$ cat config.mk
export PLATFORM = sky130hd
export DESIGN_NAME = step_controller
export DESIGN_NICKNAME = d
export VERILOG_FILES = /design/src/rtl/step_ctrl_pkg.sv /design/src/rtl/btn_debouncer.sv /design/src/rtl/step_controller.sv
export SDC_FILE = /design/constraint.sdc
export NUM_CORES = 1
export LEC_CHECK = 0
export ABC_AREA = 0
export BUFFER_PORTS_ARGS = -buffer_cell sky130_fd_sc_hd__clkbuf_2
export CORE_UTILIZATION = 58
export CTS_CLUSTER_DIAMETER = 50
export DETAILED_ROUTE_END_ITERATION = 7
export PLACE_DENSITY = 0.83
export SYNTH_ARGS = -nofsm -noshare
export SYNTH_HDL_FRONTEND = slang
export SYNTH_SLANG_ARGS = --single-unit
$ cat constraint.sdc
create_clock -name clk_in -period 2 [get_ports clk_in]
set_clock_uncertainty 0.05 [all_clocks]
set_input_delay 0.2 -clock clk_in [delete_from_list [all_inputs] [get_ports clk_in]]
set_output_delay 0.2 -clock clk_in [all_outputs]
set_load 0.05 [all_outputs]
$ cat src/rtl/step_ctrl_pkg.sv
// ---------------------------------------------------------------------------
// step_ctrl_pkg : mode encodings and FSM state type for step_controller. Rev 1.0
// ---------------------------------------------------------------------------
`default_nettype none

package step_ctrl_pkg;

  localparam logic [1:0] MODE_HALT   = 2'b00;
  localparam logic [1:0] MODE_RUN    = 2'b01;
  localparam logic [1:0] MODE_SINGLE = 2'b10;
  localparam logic [1:0] MODE_BURST  = 2'b11;

  typedef enum logic [1:0] {
    ST_IDLE  = 2'd0,
    ST_RUN   = 2'd1,
    ST_ARMED = 2'd2,
    ST_BURST = 2'd3
  } state_e;

endpackage

`default_nettype wire

$ cat src/rtl/btn_debouncer.sv
// ---------------------------------------------------------------------------
// btn_debouncer : 2-flop synchronizer plus stable-count debouncer, press pulse. Rev 1.0
// ---------------------------------------------------------------------------
`default_nettype none

module btn_debouncer #(
  parameter int unsigned DEBOUNCE_CYCLES = 1000000
) (
  input  logic clk_in,
  input  logic rst_n,
  input  logic raw_i,
  output logic stable_o,
  output logic press_o
);

  localparam int unsigned CNT_W = (DEBOUNCE_CYCLES > 1) ? $clog2(DEBOUNCE_CYCLES) : 1;
  localparam logic [CNT_W-1:0] CNT_MAX = CNT_W'(DEBOUNCE_CYCLES - 1);

  logic [1:0]       sync_q, sync_d;
  logic             stable_q, stable_d;
  logic [CNT_W-1:0] cnt_q, cnt_d;
  logic             press_q, press_d;

  always_ff @(posedge clk_in or negedge rst_n) begin
    if (!rst_n) begin
      sync_q   <= 2'b00;
      stable_q <= 1'b0;
      cnt_q    <= '0;
      press_q  <= 1'b0;
    end else begin
      sync_q   <= sync_d;
      stable_q <= stable_d;
      cnt_q    <= cnt_d;
      press_q  <= press_d;
    end
  end

  // Any cycle where the synced level agrees with the accepted level restarts the count.
  always_comb begin
    sync_d   = {sync_q[0], raw_i};
    stable_d = stable_q;
    cnt_d    = cnt_q;
    press_d  = 1'b0;
    if (sync_q[1] == stable_q) begin
      cnt_d = '0;
    end else if (cnt_q == CNT_MAX) begin
      stable_d = sync_q[1];
      cnt_d    = '0;
      press_d  = sync_q[1];
    end else begin
      cnt_d = cnt_q + 1'b1;
    end
  end

  assign stable_o = stable_q;
  assign press_o  = press_q;

endmodule

`default_nettype wire

$ cat src/rtl/step_controller.sv
// ---------------------------------------------------------------------------
// step_controller : CPU single-step / run / burst enable generator. Rev 1.0
// ---------------------------------------------------------------------------
`default_nettype none

module step_controller
  import step_ctrl_pkg::*;
#(
  parameter int unsigned DEBOUNCE_CYCLES = 1000000
) (
  input  logic        clk_in,
  input  logic        rst_n,
  input  logic        tick_in,
  input  logic [1:0]  mode,
  input  logic        step_btn,
  input  logic [7:0]  burst_len,
  input  logic        cnt_clr,
  output logic        cpu_step,
  output logic        busy,
  output logic [15:0] step_count
);

  logic [1:0]  tick_sync_q;
  logic        tick_prev_q;
  logic [1:0]  tick_vld_q;
  logic        tick_low_seen_q;
  logic        tick_edge;

  state_e      state_q, state_d;
  logic [7:0]  remaining_q, remaining_d;
  logic        cpu_step_q, cpu_step_d;
  logic [15:0] step_count_q, step_count_d;

  logic        btn_stable;
  logic        press;

  btn_debouncer #(
    .DEBOUNCE_CYCLES (DEBOUNCE_CYCLES)
  ) u_btn_debouncer (
    .clk_in   (clk_in),
    .rst_n    (rst_n),
    .raw_i    (step_btn),
    .stable_o (btn_stable),
    .press_o  (press)
  );

  // tick_vld_q marks when the synchronizer output reflects the real input, so a
  // tick already high at reset release is not mistaken for a rising edge.
  always_ff @(posedge clk_in or negedge rst_n) begin
    if (!rst_n) begin
      tick_sync_q     <= 2'b00;
      tick_prev_q     <= 1'b0;
      tick_vld_q      <= 2'b00;
      tick_low_seen_q <= 1'b0;
    end else begin
      tick_sync_q <= {tick_sync_q[0], tick_in};
      tick_prev_q <= tick_sync_q[1];
      tick_vld_q  <= {tick_vld_q[0], 1'b1};
      if (tick_vld_q[1] && !tick_sync_q[1]) begin
        tick_low_seen_q <= 1'b1;
      end
    end
  end

  assign tick_edge = tick_sync_q[1] & ~tick_prev_q & tick_low_seen_q;

  always_ff @(posedge clk_in or negedge rst_n) begin
    if (!rst_n) begin
      state_q      <= ST_IDLE;
      remaining_q  <= 8'd0;
      cpu_step_q   <= 1'b0;
      step_count_q <= 16'd0;
    end else begin
      state_q      <= state_d;
      remaining_q  <= remaining_d;
      cpu_step_q   <= cpu_step_d;
      step_count_q <= step_count_d;
    end
  end

  // Mode checks come before tick_edge so a cancelling mode change always wins.
  always_comb begin
    state_d     = state_q;
    remaining_d = remaining_q;
    cpu_step_d  = 1'b0;
    case (state_q)
      ST_IDLE: begin
        if (mode == MODE_RUN) begin
          state_d = ST_RUN;
        end else if (mode == MODE_SINGLE && press) begin
          state_d = ST_ARMED;
        end else if (mode == MODE_BURST && press && burst_len != 8'd0) begin
          state_d     = ST_BURST;
          remaining_d = burst_len;
        end
      end
      ST_RUN: begin
        if (mode != MODE_RUN) begin
          state_d = ST_IDLE;
        end else if (tick_edge) begin
          cpu_step_d = 1'b1;
        end
      end
      ST_ARMED: begin
        if (mode != MODE_SINGLE) begin
          state_d     = ST_IDLE;
          remaining_d = 8'd0;
        end else if (tick_edge) begin
          cpu_step_d = 1'b1;
          state_d    = ST_IDLE;
        end
      end
      ST_BURST: begin
        if (mode != MODE_BURST) begin
          state_d     = ST_IDLE;
          remaining_d = 8'd0;
        end else if (tick_edge) begin
          cpu_step_d  = 1'b1;
          remaining_d = remaining_q - 8'd1;
          if (remaining_q == 8'd1) begin
            state_d = ST_IDLE;
          end
        end
      end
      default: begin
        state_d     = ST_IDLE;
        remaining_d = 8'd0;
      end
    endcase
  end

  always_comb begin
    step_count_d = step_count_q;
    if (cnt_clr) begin
      step_count_d = 16'd0;
    end else if (cpu_step_q) begin
      step_count_d = step_count_q + 16'd1;
    end
  end

  assign cpu_step   = cpu_step_q;
  assign busy       = (state_q == ST_ARMED) || (state_q == ST_BURST);
  assign step_count = step_count_q;

endmodule

`default_nettype wire

# --- Word level (Yosys, flattened, before mapping) ---
# Index checks and enable logic that the tools add are counted.
word_totals:
  elab_cells: 81
  in_bits: 15
  register_bits: 57
  out_inout_bits: 18
classes:
  mux: 28
  add_sub_neg: 3
  reduce_logical: 13
  eq_ne: 21
  bitwise: 4
op_table:
  columns: ["op", "n"]
  rows:
  - ["$mux W8", 6]
  - ["$mux W20", 2]
  - ["$mux W16", 2]
  - ["$pmux W8 S3", 1]
  - ["$add A20 B1 Y20 const B", 1]
  - ["$eq A20 B20 Y1 const B", 1]
  - ["$mux W2", 9]
  - ["$add A16 B1 Y16 const B", 1]
  - ["$ne A2 B2 Y1 const B", 7]
  - ["$ne A3 B3 Y1 const B", 3]
  - ["$eq A2 B2 Y1 const B", 4]
  - ["$eq A8 B1 Y1 const B", 1]
  - ["$pmux W2 S4", 1]
  - ["$reduce_bool A8 Y1", 1]
  - ["$sub A8 B1 Y8 const B", 1]
  - ["$mux W1", 6]
  - ["$reduce_and A6 Y1", 1]
  - ["$reduce_and A5 Y1", 1]
  - ["$eq A2 B1 Y1 const B", 2]
  - ["$logic_and A1 B1 Y1", 4]
  - ["$ne A4 B4 Y1 const B", 1]
  - ["$pmux W1 S3", 1]
  - ["$reduce_bool A3 Y1", 1]
  - ["$and A1 B1 Y1", 2]
  - ["other kinds (8)", 9]

# --- Depth between registers and ports, before layout ---
# Gate-level depths: netlist of run 1.
logic_depth:
  depth_word: 7
  depth_mapped: 6
  mapped_depth_nobuf: 6

# --- Cells and area by module ---
# From an unflattened synthesis of run 1, not the netlist that was laid out.
unflattened:
  hier_cells: 283
  hier_area_um2: 2929.1
modules_own_cells:
  columns: ["module", "cells_each", "n_inst", "seq_area_each_um2", "area_per_inst_um2"]
  rows:
  - ["step_controller", 173, 1, 825.8, 1791.7]
  - ["btn_debouncer", 110, 1, 600.6, 1137.3]

# --- Worst setup path before layout of run 1 ---
# OpenSTA, ideal clock, no wires.
synth_timing:
  path_kind: "reg-to-reg"
  from: "reg cpu_step_q, in the netlist cpu_step"
  to: "reg step_count_q[15], in the netlist step_count[15]"
  period_less_slack_ps: 2107
  setup_ps: 125
  path_slack_ps: -107
  path_buffers: 1
  path_stages_with_launch: 6
  t_required_ps: 1825
  arrival_time_ps: 1932
  path_cell_list: "dfrtp_1 > buf_2 > o211ai_1 > nor4_1 > nand3_1 > mux2_2"
synth_between:
  elab_chain_cells: 1
synth_lines:
  columns: ["item", "line_no", "source"]
  rows:
  - ["start: declaration", "step_controller.sv:31", "logic cpu_step_q, cpu_step_d;"]
  - ["start signal: assignment", "step_controller.sv:76", "cpu_step_q <= cpu_step_d;"]
  - ["$reduce_bool A2 Y1 (no line)", null, null]
  - ["end signal: assignment", "step_controller.sv:77", "step_count_q <= step_count_d;"]
  - ["end: declaration", "step_controller.sv:32", "logic [15:0] step_count_q, step_count_d;"]
# Every way passes these cells.
# A chain may end at the register's enable or synchronous reset.

# --- Final worst setup path of run 1 ---
layout_timing:
  from: "reg u_btn_debouncer.cnt_q[17]"
  to: "reg u_btn_debouncer.stable_q, in the netlist u_btn_debouncer.stable_o"
layout_between:
  elab_chain_cells: 2
layout_lines:
  columns: ["item", "line_no", "source"]
  rows:
  - ["start: declaration", "btn_debouncer.sv:21", "logic [CNT_W-1:0] cnt_q, cnt_d;"]
  - ["start signal: assignment", "btn_debouncer.sv:33", "cnt_q <= cnt_d;"]
  - ["$eq A20 B20 Y1", "btn_debouncer.sv:46", "end else if (cnt_q == CNT_MAX) begin"]
  - ["$reduce_and A2 Y1 (no line)", null, null]
  - ["end signal: assignment", "btn_debouncer.sv:32", "stable_q <= stable_d;"]
  - ["end: declaration", "btn_debouncer.sv:20", "logic stable_q, stable_d;"]
# Every way passes these cells.

==> results by group, run 1 <==
Outcome
  – Status: finished clean

Finish
  – Ant diodes: 0
  – Area delta synth->final: 21.5%
  – Fraction of layout cells with a size suffix above 1: 0.240
  – # fillers: around 340
  – FF+latch area: approximately 1400 µm²
  – Fin nets: 364
  – Multi-input logic area: between 1000 and 1500 µm²
  – Final Cell Area: 3540 µm²
  – Post-Layout Cell Count: between 400 and 500

STA
  – Crit path time final: roughly 1800 ps
  – Rel. slew slack: 0.567
  – Final Hold Viols: 0
  – Final count of negative-setup-slack endpoints: 0
  – Least-Margin Pin Slew: about 650 ps
  – Fmax: ~540 MHz
  – Setup TNS after final layout: 0 ps
  – Slew Viols, Final: 0
  – Period utilization: 0.920
  – Unrepaired setup endpoints after global routing: false

Synth
  – Mux contribution to synthesized area: 0.0180
  – Synth Warn #: 0
  – Synth Area in Simple Gates: 0.236
  – Async SR Flop Fraction: 1.00
  – Synth Net Count: about 310
  – Post-synthesis cell count: roughly 290
  – Ys flop type: dfrtp_1
  – Synth Area in Compound Gates: 0.139
  – Largest family of logic cells by synthesized area: simple AND/OR/NAND/NOR gates
  – Sequential fraction of the synthesis area: 0.489
  – Synth Cell Area: about 3000 µm²
  – Post-synth EDFFs: 0
  – Yosys cell types: between 50 and 60
  – Post-Synth XOR/XNOR Area: 0.0721
  – Post-synthesis adder-cell area fraction: 0.0172
  – Synthesized area per cell: around 10 µm²
  – Seq cells post-synth: 57

Die
  – Row count: 25
  – Die width: 72.9 µm
  – Core area: approximately 4800 µm²
  – Ports: 33
  – Die area: roughly 5300 µm²
  – Die height: between 70 and 80 µm
  – Initial Util: 0.609

GRT
  – Tot GR Track Use: 0.259
  – Grt total ovfl: 0
  – Number of global-route vias before repair: between 2000 and 2500
  – Largest net degree at the start of global routing: 34
  – First-pass GRT wire length: between 10000 and 15000 µm
  – Initial antenna violation count: 0

Critical path
  – Startpoint types: flip-flop
  – CP bufs+invs: 0
  – WP data required: ~2200 ps
  – Crit-path max cell delay: 520 ps
  – Critical path type: reg -> reg
  – Worst path top cell family by delay: simple AND/OR/NAND/NOR gates
  – Critical path endpoint category: flip-flop
  – Critical Path Fanout Max: 4
  – Critical path origin: u_btn_debouncer.cnt_q[17]
  – Slowest CP cell: or4b_4
  – Crit Reg-Reg Startpoint: u_btn_debouncer.cnt_q[17]
  – R2r setup slk: 160 ps
  – Crit path DAT: 2020 ps
  – Crit path cell chain: nand3_1, or4b_4, or3_1, mux2_2

Clock tree
  – Clock sink count: between 50 and 60
  – H-tree depth: 3
  – Clock latency on the worst-skew pair: ~340 ps
  – Clock Path Buffers: 2
  – Clock-pin slew on the worst setup and hold paths: 70 ps
  – Root Driver: clkbuf_8
  – Cts bufs inserted: 9
  – CTS tree: built

Routing
  – Met3 Wirelength: 278 µm
  – WL per Instance: about 15 µm
  – Remaining DRCs: 0
  – Remaining antenna violation count: 0
  – Vias per cell: 5.80
  – DR pass1 iterations: 4
  – Max layer used: met4
  – Metal-1 WL: roughly 2800 µm
  – DR iter-0 viols: 174
  – Via count: approximately 2400
  – Final WL: between 6000 and 7000 µm
  – Metal2 WL: between 2000 and 3000 µm

Placement
  – DP Wirelength: 4150 µm
  – IO buf count: 32
  – Gpl congestion: 0.897
  – Placed Cells incl. Taps: 396
  – DP Area: 3260 µm²

Pwr
  – Peak supply drop: 0.000491 V
  – Cell Pwr Density: between 700 and 800 nW/µm²
  – Leakage Power: around 1.5 nW
  – Total power: roughly 0.0025 W

Job
  – MaxCap Viol Count: 0

Worst hold path
  – Hold Crit Class: in -> reg
  – Hold Path Origin: cnt_clr
## worst paths after layout
| path | end | depth (start not counted) |
|---|---|---|
| worst max-delay path | u_btn_debouncer.stable_o | 4 |
| worst min-delay path | step_count[13] | 2 |
| worst max register to register | u_btn_debouncer.stable_o | 4 |
| worst min register to register | tick_vld_q[1] | 0 |
| max in group asynchronous | remaining_q[3] | 3 |
| min in group asynchronous | step_count[7] | 2 |
## cell families (layout without fill, tap and decap cells)
family                     Yosys count  count (layout)
and+or+nand+nor                    124             124
AOI/OAI and AO/OA                   57              57
DFF                                 57              57
xor gates and xnor gates            24              24
buffers and inverters               20              78
muxes                                5               5
adders and majority gates            4               4
other                                1               1
## layout make-up
class	instances	area share
clock inverters	5	0.0219
flip-flops and latches	57	0.405
well taps	67	0.0237
repair buffers	52	0.0933
inverters	10	0.0106
multi-input cells	215	0.403
clock buffers	11	0.0428
## through the flow
step | util | setup slack, ps | hold slack [ps]
finish | 0.740 | 161 | 120
global route | 0.740 | 40.3 | 122
CTS | 0.734 | 95.9 | 103
detailed placement | 0.680 | 108 | 198
global placement | 0.680 | 169 | 201
floorplan | - | 16.9 | -146
## sequential cells by signal (all words and copies together), names as in the netlist
signal and cells:
u_btn_debouncer.press_o 1, u_btn_debouncer.cnt_q 20, remaining_q 8, tick_low_seen_q 1
tick_vld_q 2, cpu_step 1, step_count 16, tick_prev_q 1
tick_sync_q 2, u_btn_debouncer.sync_q 2, state_q 2, u_btn_debouncer.stable_o 1
## layer usage
metal,vias up,global-route usage
met5,-,0
met4,0,0.102
met3,10,0.0691
met2,64,0.416
met1,1160,0.337
li1,1184,-
## cell usage after synthesis (all sizes together), types with 2 or more instances
| library cell | number | area share |
|---|---|---|
| a21o | 2 | 0.0052 |
| a21oi | 17 | 0.029 |
| and3 | 7 | 0.015 |
| and4 | 2 | 0.0060 |
| buf | 3 | 0.0052 |
| clkbuf | 7 | 0.0090 |
| dfrtp | 57 | 0.49 |
| ha | 4 | 0.017 |
| inv | 9 | 0.012 |
| mux2 | 2 | 0.0077 |
| mux2i | 3 | 0.010 |
| nand2 | 16 | 0.021 |
| nand2b | 2 | 0.0043 |
| nand3 | 16 | 0.029 |
| nand4 | 6 | 0.020 |
| nor2 | 32 | 0.041 |
| nor2b | 2 | 0.0043 |
| nor3 | 8 | 0.014 |
| nor3b | 2 | 0.0052 |
| nor4 | 11 | 0.024 |
| o211ai | 5 | 0.013 |
| o21a | 2 | 0.0052 |
| o21ai | 10 | 0.018 |
| o221ai | 2 | 0.0060 |
| o2bb2ai | 6 | 0.018 |
| o31ai | 4 | 0.015 |
| or3 | 9 | 0.020 |
| or4 | 6 | 0.015 |
| xnor2 | 16 | 0.048 |
| xor2 | 8 | 0.024 |
## repair_timing
action	in CTS	in global routing
setup buffers	0	2
endpoints found under the hold margin	26	0
gates resized for setup	0	1
hold buffers	3	0
endpoints found under the setup margin	0	8
## power breakdown
part	switching (W)	internal, W	total [W]
clock network	0.000462	0.000764	0.00123
registers	0.0000117	0.00117	0.00118
logic	0.0000695	0.0000458	0.000115
## layout by cell type (no fill, tap or decap), types with 3 or more instances in the layout
| cell | Yosys | routed |
|---|---|---|
| a21oi_1 | 17 | 17 |
| and3_1 | 7 | 7 |
| buf_4 | 0 | 16 |
| clkbuf_2 | 0 | 32 |
| clkbuf_8 | 0 | 11 |
| dfrtp_1 | 57 | 51 |
| dfrtp_2 | 0 | 6 |
| dlygate4sd3_1 | 0 | 3 |
| ha_1 | 4 | 4 |
| inv_1 | 9 | 9 |
| mux2i_1 | 3 | 3 |
| nand2_1 | 16 | 16 |
| nand3_1 | 15 | 15 |
| nand4_1 | 4 | 4 |
| nor2_1 | 32 | 32 |
| nor3_1 | 8 | 8 |
| nor4_1 | 11 | 10 |
| o211ai_1 | 5 | 5 |
| o21ai_0 | 9 | 9 |
| o2bb2ai_1 | 6 | 6 |
| o31ai_1 | 3 | 3 |
| or3_1 | 7 | 7 |
| or4_1 | 6 | 6 |
| xnor2_1 | 16 | 16 |
| xor2_1 | 8 | 8 |
## worst register-to-register path: cells and delay by family (launching register included)
| family | cells | cell delay, ps |
|---|---|---|
| flip-flops | 1 | 380 |
| AND/OR/NAND/NOR | 3 | 1020 |
| multiplexers | 1 | 280 |
Power figures use the tool's default switching activity.
==> run 2, diff against run 1 <==
--- a/config.mk
+++ b/config.mk
@@ -12,4 +12,5 @@
 export DETAILED_ROUTE_END_ITERATION = 7
 export PLACE_DENSITY = 0.83
+export SKIP_CTS_REPAIR_TIMING = 1
 export SYNTH_ARGS = -nofsm -noshare
 export SYNTH_HDL_FRONTEND = slang
==> constraint.sdc (replaced) <==
create_clock -name clk_in -period 2 [get_ports clk_in]
set_clock_uncertainty 0.05 [all_clocks]
set_input_delay 0.3 -clock clk_in [delete_from_list [all_inputs] [get_ports clk_in]]
set_output_delay 0.3 -clock clk_in [all_outputs]
set_load 0.05 [all_outputs]
==> run 2 against run 1 <==
Effect of this change:
- global-route usage is 0.70 points higher
- maximum frequency is 4.7% lower
- combinational power hardly changed
- count of clock-buffer cells in the layout is 2 higher
- core utilization is 2.0 points lower
- die area stayed put
- register-to-register slack worse by 90 ps
- sequential share of layout area is 1.1 points higher
- worst hold slack worse by 94 ps
- largest cell class unchanged
- critical path depth stayed put
- sequential cell count stayed put
==> results by group, run 2 (same netlist as run 1, synthesis figures left out) <==
Outcome
  – Status: finished clean

Pwr
  – Peak supply drop: about 0.00045 V
  – Int Power: between 0.0015 and 0.002 W
  – Switching Share: 0.225
  – Clock Power Share: 0.418
  – Total power: between 0.002 and 0.0025 W
  – Cell Pwr Density: approximately 640 nW/µm²
  – Power share of the combinational group: 0.050
  – Leakage Power: ~1.5 nW
  – Flop pwr share: 0.531
  – Switching power: roughly 0.00050 W

Finish
  – Final Cell Area: 3440 µm²
  – Ant diodes: 0
  – FF+latch area: approximately 1400 µm²
  – Commonest non-fill, non-tap cell in the layout: dfrtp_1
  – Fraction of layout cells with a size suffix above 1: 0.227
  – Fin nets: 358
  – Post-Layout Cell Count: between 400 and 500
  – Area delta synth->final: 18.2%
  – Biggest register: u_btn_debouncer.cnt_q
  – Most frequent cells in the layout: dfrtp_1 (51), nor2_1 (32), clkbuf_2 (32)
  – Number of flip-flops in the largest register: 20
  – # fillers: around 370
  – Multi-input logic area: approximately 1400 µm²

GRT
  – First-pass GRT wire length: 10500 µm
  – Grt total ovfl: 0
  – Initial antenna violation count: 0
  – Largest net degree at the start of global routing: 37
  – Tot GR Track Use: 0.266
  – Number of global-route vias before repair: between 2000 and 2500

Placement
  – DP Area: between 3000 and 4000 µm²
  – Placed Cells incl. Taps: 393
  – IO buf count: 32
  – Gpl congestion: ~0.9
  – DP Wirelength: between 4000 and 5000 µm
  – Pre-CTS setup slack: approximately 54 ps

Critical path
  – Crit path cell chain: ha_1, nand3_1, or3_1, nor3b_1
  – Slowest CP cell: or3_1
  – Critical path origin: u_btn_debouncer.cnt_q[0]
  – Startpoint types: flip-flop
  – FF-to-FF End: u_btn_debouncer.press_o
  – R2R cell count: 4
  – Crit path DAT: approximately 2100 ps
  – WP data required: ~2200 ps
  – CP bufs+invs: 0
  – Cell depth of the worst setup path: 4
  – Crit Reg-Reg Startpoint: u_btn_debouncer.cnt_q[0]
  – R2r setup slk: about 70 ps
  – Crit-path max cell delay: between 400 and 500 ps
  – Critical path endpoint category: flip-flop
  – Critical Path Fanout Max: 5
  – Critical path type: reg -> reg
  – Worst path top cell family by delay: simple AND/OR/NAND/NOR gates

STA
  – Rel. slew slack: 0.616
  – Setup TNS after final layout: 0 ps
  – Fmax: 518 MHz
  – Least-Margin Pin Slew: between 500 and 600 ps
  – Period utilization: 0.965
  – Final Hold Viols: 0
  – Crit path time final: approximately 1900 ps
  – Final count of negative-setup-slack endpoints: 0
  – Unrepaired setup endpoints after global routing: false
  – Final worst setup slack: just under 70 ps
  – Slew Viols, Final: 0

Die
  – Die height: 72.9 µm
  – Die area: ~5300 µm²
  – Core area: 4790 µm²
  – Die width: 72.9 µm
  – Row count: 25
  – Ports: 33
  – Initial Util: 0.609

Clock tree
  – Clock-pin slew on the worst setup and hold paths: 60 ps
  – Root Driver: clkbuf_8
  – Clock latency on the worst-skew pair: 340 ps
  – Cts bufs inserted: 9
  – CTS tree: built
  – H-tree depth: 3
  – Clock sink count: 57
  – Clock Path Buffers: 2

Routing
  – Vias per cell: 5.83
  – Remaining DRCs: 0
  – Via count: between 2000 and 2500
  – DR iter-0 viols: around 190
  – Remaining antenna violation count: 0
  – Final WL: about 6200 µm
  – WL per Instance: about 15 µm
  – DR pass1 iterations: 4

Worst hold path
  – Hold Crit Class: in -> reg
  – Hold path cells: 1
  – Hold EP: tick_sync_q[0]
  – Hold Path Origin: tick_in

Job
  – MaxCap Viol Count: 0
## run 2: worst max path at each step
stage	to
2_1_floorplan	step_count[14]
3_3_place_gp	remaining_q[1]
3_5_place_dp	remaining_q[0]
4_1_cts	u_btn_debouncer.press_o
5_1_grt	u_btn_debouncer.press_o
6_report	u_btn_debouncer.press_o
## run 2: power by group through the flow
| stage | Clock, W | Sequential (W) | Combinational [W] |
|---|---|---|---|
| after floorplan | 0 | 0.00120 | 0.0000481 |
| after global placement | 0 | 0.00120 | 0.000104 |
| after detailed placement | 0 | 0.00120 | 0.000108 |
| after CTS | 0.000962 | 0.00118 | 0.000108 |
| after global routing | 0.00101 | 0.00118 | 0.000126 |
| final | 0.000929 | 0.00118 | 0.000112 |
## run 2: cell type report
type,count,share of cell area
tap,67,0.0243
clock inverter,3,0.00436
inverter,10,0.0109
multi-input combinational,215,0.416
timing repair buffer,46,0.0821
clock buffer,13,0.0461
sequential,57,0.416
## run 2: through the flow
step / utilization / hold slack (ps)
after floorplan: - / -45.6
after global placement: 0.676 / 272
after detailed placement: 0.676 / 272
after CTS: 0.712 / -95.9
after global routing: 0.720 / 9.57
final: 0.720 / 26.6
## run 2: layer usage
layer  GRT usage  share of wire  vias to the layer above
met5           0              0                        -
met4       0.133          0.012                        0
met3      0.0829          0.050                        6
met2       0.460           0.52                       68
met1       0.298           0.41                     1163
li1            -              -                     1161
==> run 3, diff against run 2 <==
Settings changed: ABC_AREA 0 to default, CORE_UTILIZATION 58 to 62, PLACE_DENSITY 0.83 to 0.88, RECOVER_POWER from default to 50.
Clock period 2 ns to 2.3 ns, I/O delays scaled along.
==> run 3 against run 2 <==
Effect of this change:
- the run now ends with design-rule violations left
- worst hold slack better by 32 ps
- largest cell class unchanged
- sequential cell count unchanged
- first-iteration DRC count rose by 66%
- combinational power fell by 19%
- clock power shrank 1%
- core utilization rose by 3.6 points
- non-clock buffer count down 6
- via count up 1.6%
- sequential power fell by 13%
- largest power group unchanged
==> results by group, run 3 (same netlist as run 1, synthesis figures left out) <==
Routing
  – Final WL: about 6200 µm
  – DR iter-0 viols: 321
  – WL per Instance: around 16 µm
  – Via count: 2436
  – Remaining DRCs: 6
  – DR pass1 iterations: 6
  – Remaining antenna violation count: 0
  – Vias per cell: 6.25

Finish
  – Area delta synth->final: 15.2%
  – Most frequent cells in the layout: dfrtp_1 (57), nor2_1 (32), clkbuf_2 (31)
  – Number of flip-flops in the largest register: 20
  – Fraction of layout cells with a size suffix above 1: 0.183
  – Fin nets: around 350
  – Ant diodes: 0
  – Commonest non-fill, non-tap cell in the layout: dfrtp_1
  – Util after Layout: 0.755
  – Biggest register: u_btn_debouncer.cnt_q

Outcome
  – Failing checks: design-rule violations
  – Status: finished, violations left

Pwr
  – Switching Share: 0.227
  – Leakage Power: between 1 and 1.5 nW
  – Peak supply drop: ~0.00049 V
  – Int Power: 0.00158 W
  – Flop pwr share: 0.504
  – Power share of the combinational group: 0.044
  – Switching power: approximately 0.00046 W
  – Cell Pwr Density: just over 600 nW/µm²
  – Clock Power Share: 0.452

Clock tree
  – Clock latency on the worst-skew pair: ~340 ps
  – Cts bufs inserted: 9
  – CTS tree: built
  – Clock sink count: 57
  – Clock-pin slew on the worst setup and hold paths: approximately 60 ps
  – H-tree depth: 3
  – Root Driver: clkbuf_8
  – Clock Path Buffers: 2

GRT
  – Tot GR Track Use: 0.275
  – Number of global-route vias before repair: roughly 2300
  – First-pass GRT wire length: between 10000 and 15000 µm
  – Grt total ovfl: 0
  – Largest net degree at the start of global routing: 39
  – Initial antenna violation count: 0

Job
  – MaxCap Viol Count: 0

Critical path
  – Critical path endpoint category: flip-flop
  – WP data required: approximately 2500 ps
  – Crit path DAT: 2180 ps
  – Critical Path Fanout Max: 7
  – Startpoint types: flip-flop
  – Critical path type: reg -> reg

Placement
  – DP Wirelength: 4210 µm
  – Gpl congestion: 0.877
  – IO buf count: 32

Die
  – Die width: between 70 and 80 µm
  – Ports: 33
  – Die area: approximately 5000 µm²
  – Core area: 4440 µm²
  – Initial Util: 0.656
  – Row count: 24
  – Die height: approximately 71 µm

STA
  – Setup TNS after final layout: 0 ps
  – Least-Margin Pin Slew: approximately 1100 ps
  – WHS: about 59 ps
  – Crit path time final: roughly 2000 ps
  – Final Hold Viols: 0
  – Period utilization: 0.869
  – Rel. slew slack: 0.235
  – Unrepaired setup endpoints after global routing: false
  – Slew Viols, Final: 0
  – Fmax: about 500 MHz
  – Final count of negative-setup-slack endpoints: 0

Worst hold path
  – Hold Crit Class: in -> reg
-- run 3: cell types whose count changed in the layout (fill, tap and decap cells not counted), sizes merged --
cell         before  now
clkinv            4    3
clkbuf           45   46
buf              12    6
dlygate4sd3       2    1
bufinv            0    1
-- run 3: power by group through the flow --
stage                     Clock, W  Combinational [W]  Sequential, W
after CTS                 0.000924          0.0000904        0.00103
after floorplan                  0          0.0000418        0.00104
after global routing      0.000962           0.000103        0.00103
after global placement           0          0.0000863        0.00104
after detailed placement         0          0.0000900        0.00104
final                     0.000920          0.0000902        0.00103
-- run 3: per-stage QoR --
stage	power, W	instances	setup slack (ps)	area (µm²)
final	0.00204	390	302	3360
after global routing	0.00209	390	212	3360
after CTS	0.00204	389	306	3350
after detailed placement	0.00113	373	224	3160
after global placement	0.00113	373	293	3160
after floorplan	0.00108	292	193	2910
-- run 3: routing by layer --
layer / vias to the layer above / part of all wire / track usage
met5: - / 0 / 0
met4: 0 / 0.031 / 0.149
met3: 18 / 0.047 / 0.0513
met2: 76 / 0.50 / 0.464
met1: 1191 / 0.42 / 0.340
li1: 1151 / - / -
-- run 3: final cells by class --
| class | count | area (µm²) |
|---|---|---|
| clock buffer | 13 | 149 |
| clock inverter | 3 | 40.0 |
| fill | 296 | 1090 |
| inverter | 10 | 37.5 |
| multi-input combinational | 215 | 1410 |
| sequential | 57 | 1430 |
| tap | 52 | 65.1 |
| timing repair buffer | 40 | 230 |
-- run 3: final timing paths --
check / slack [ps] / from / to / cells after the start
setup / recovery: 300 / remaining_q[3] / state_q[1] / 4
setup reg to reg: 300 / remaining_q[3] / state_q[1] / 4
min in group asynchronous: 700 / rst_n / remaining_q[3] / 2
hold reg to reg: 300 / u_btn_debouncer.sync_q[0] / u_btn_debouncer.sync_q[1] / 0
max in group asynchronous: 730 / rst_n / u_btn_debouncer.cnt_q[14] / 3
hold / removal: 60 / step_btn / u_btn_debouncer.sync_q[0] / 1
-- run 3: critical path: stages, from the launching register on --
cell and delay (ps):
dfrtp_1 440, or4_1 630, nor4_1 380, o21ai_0 130, a32o_1 260
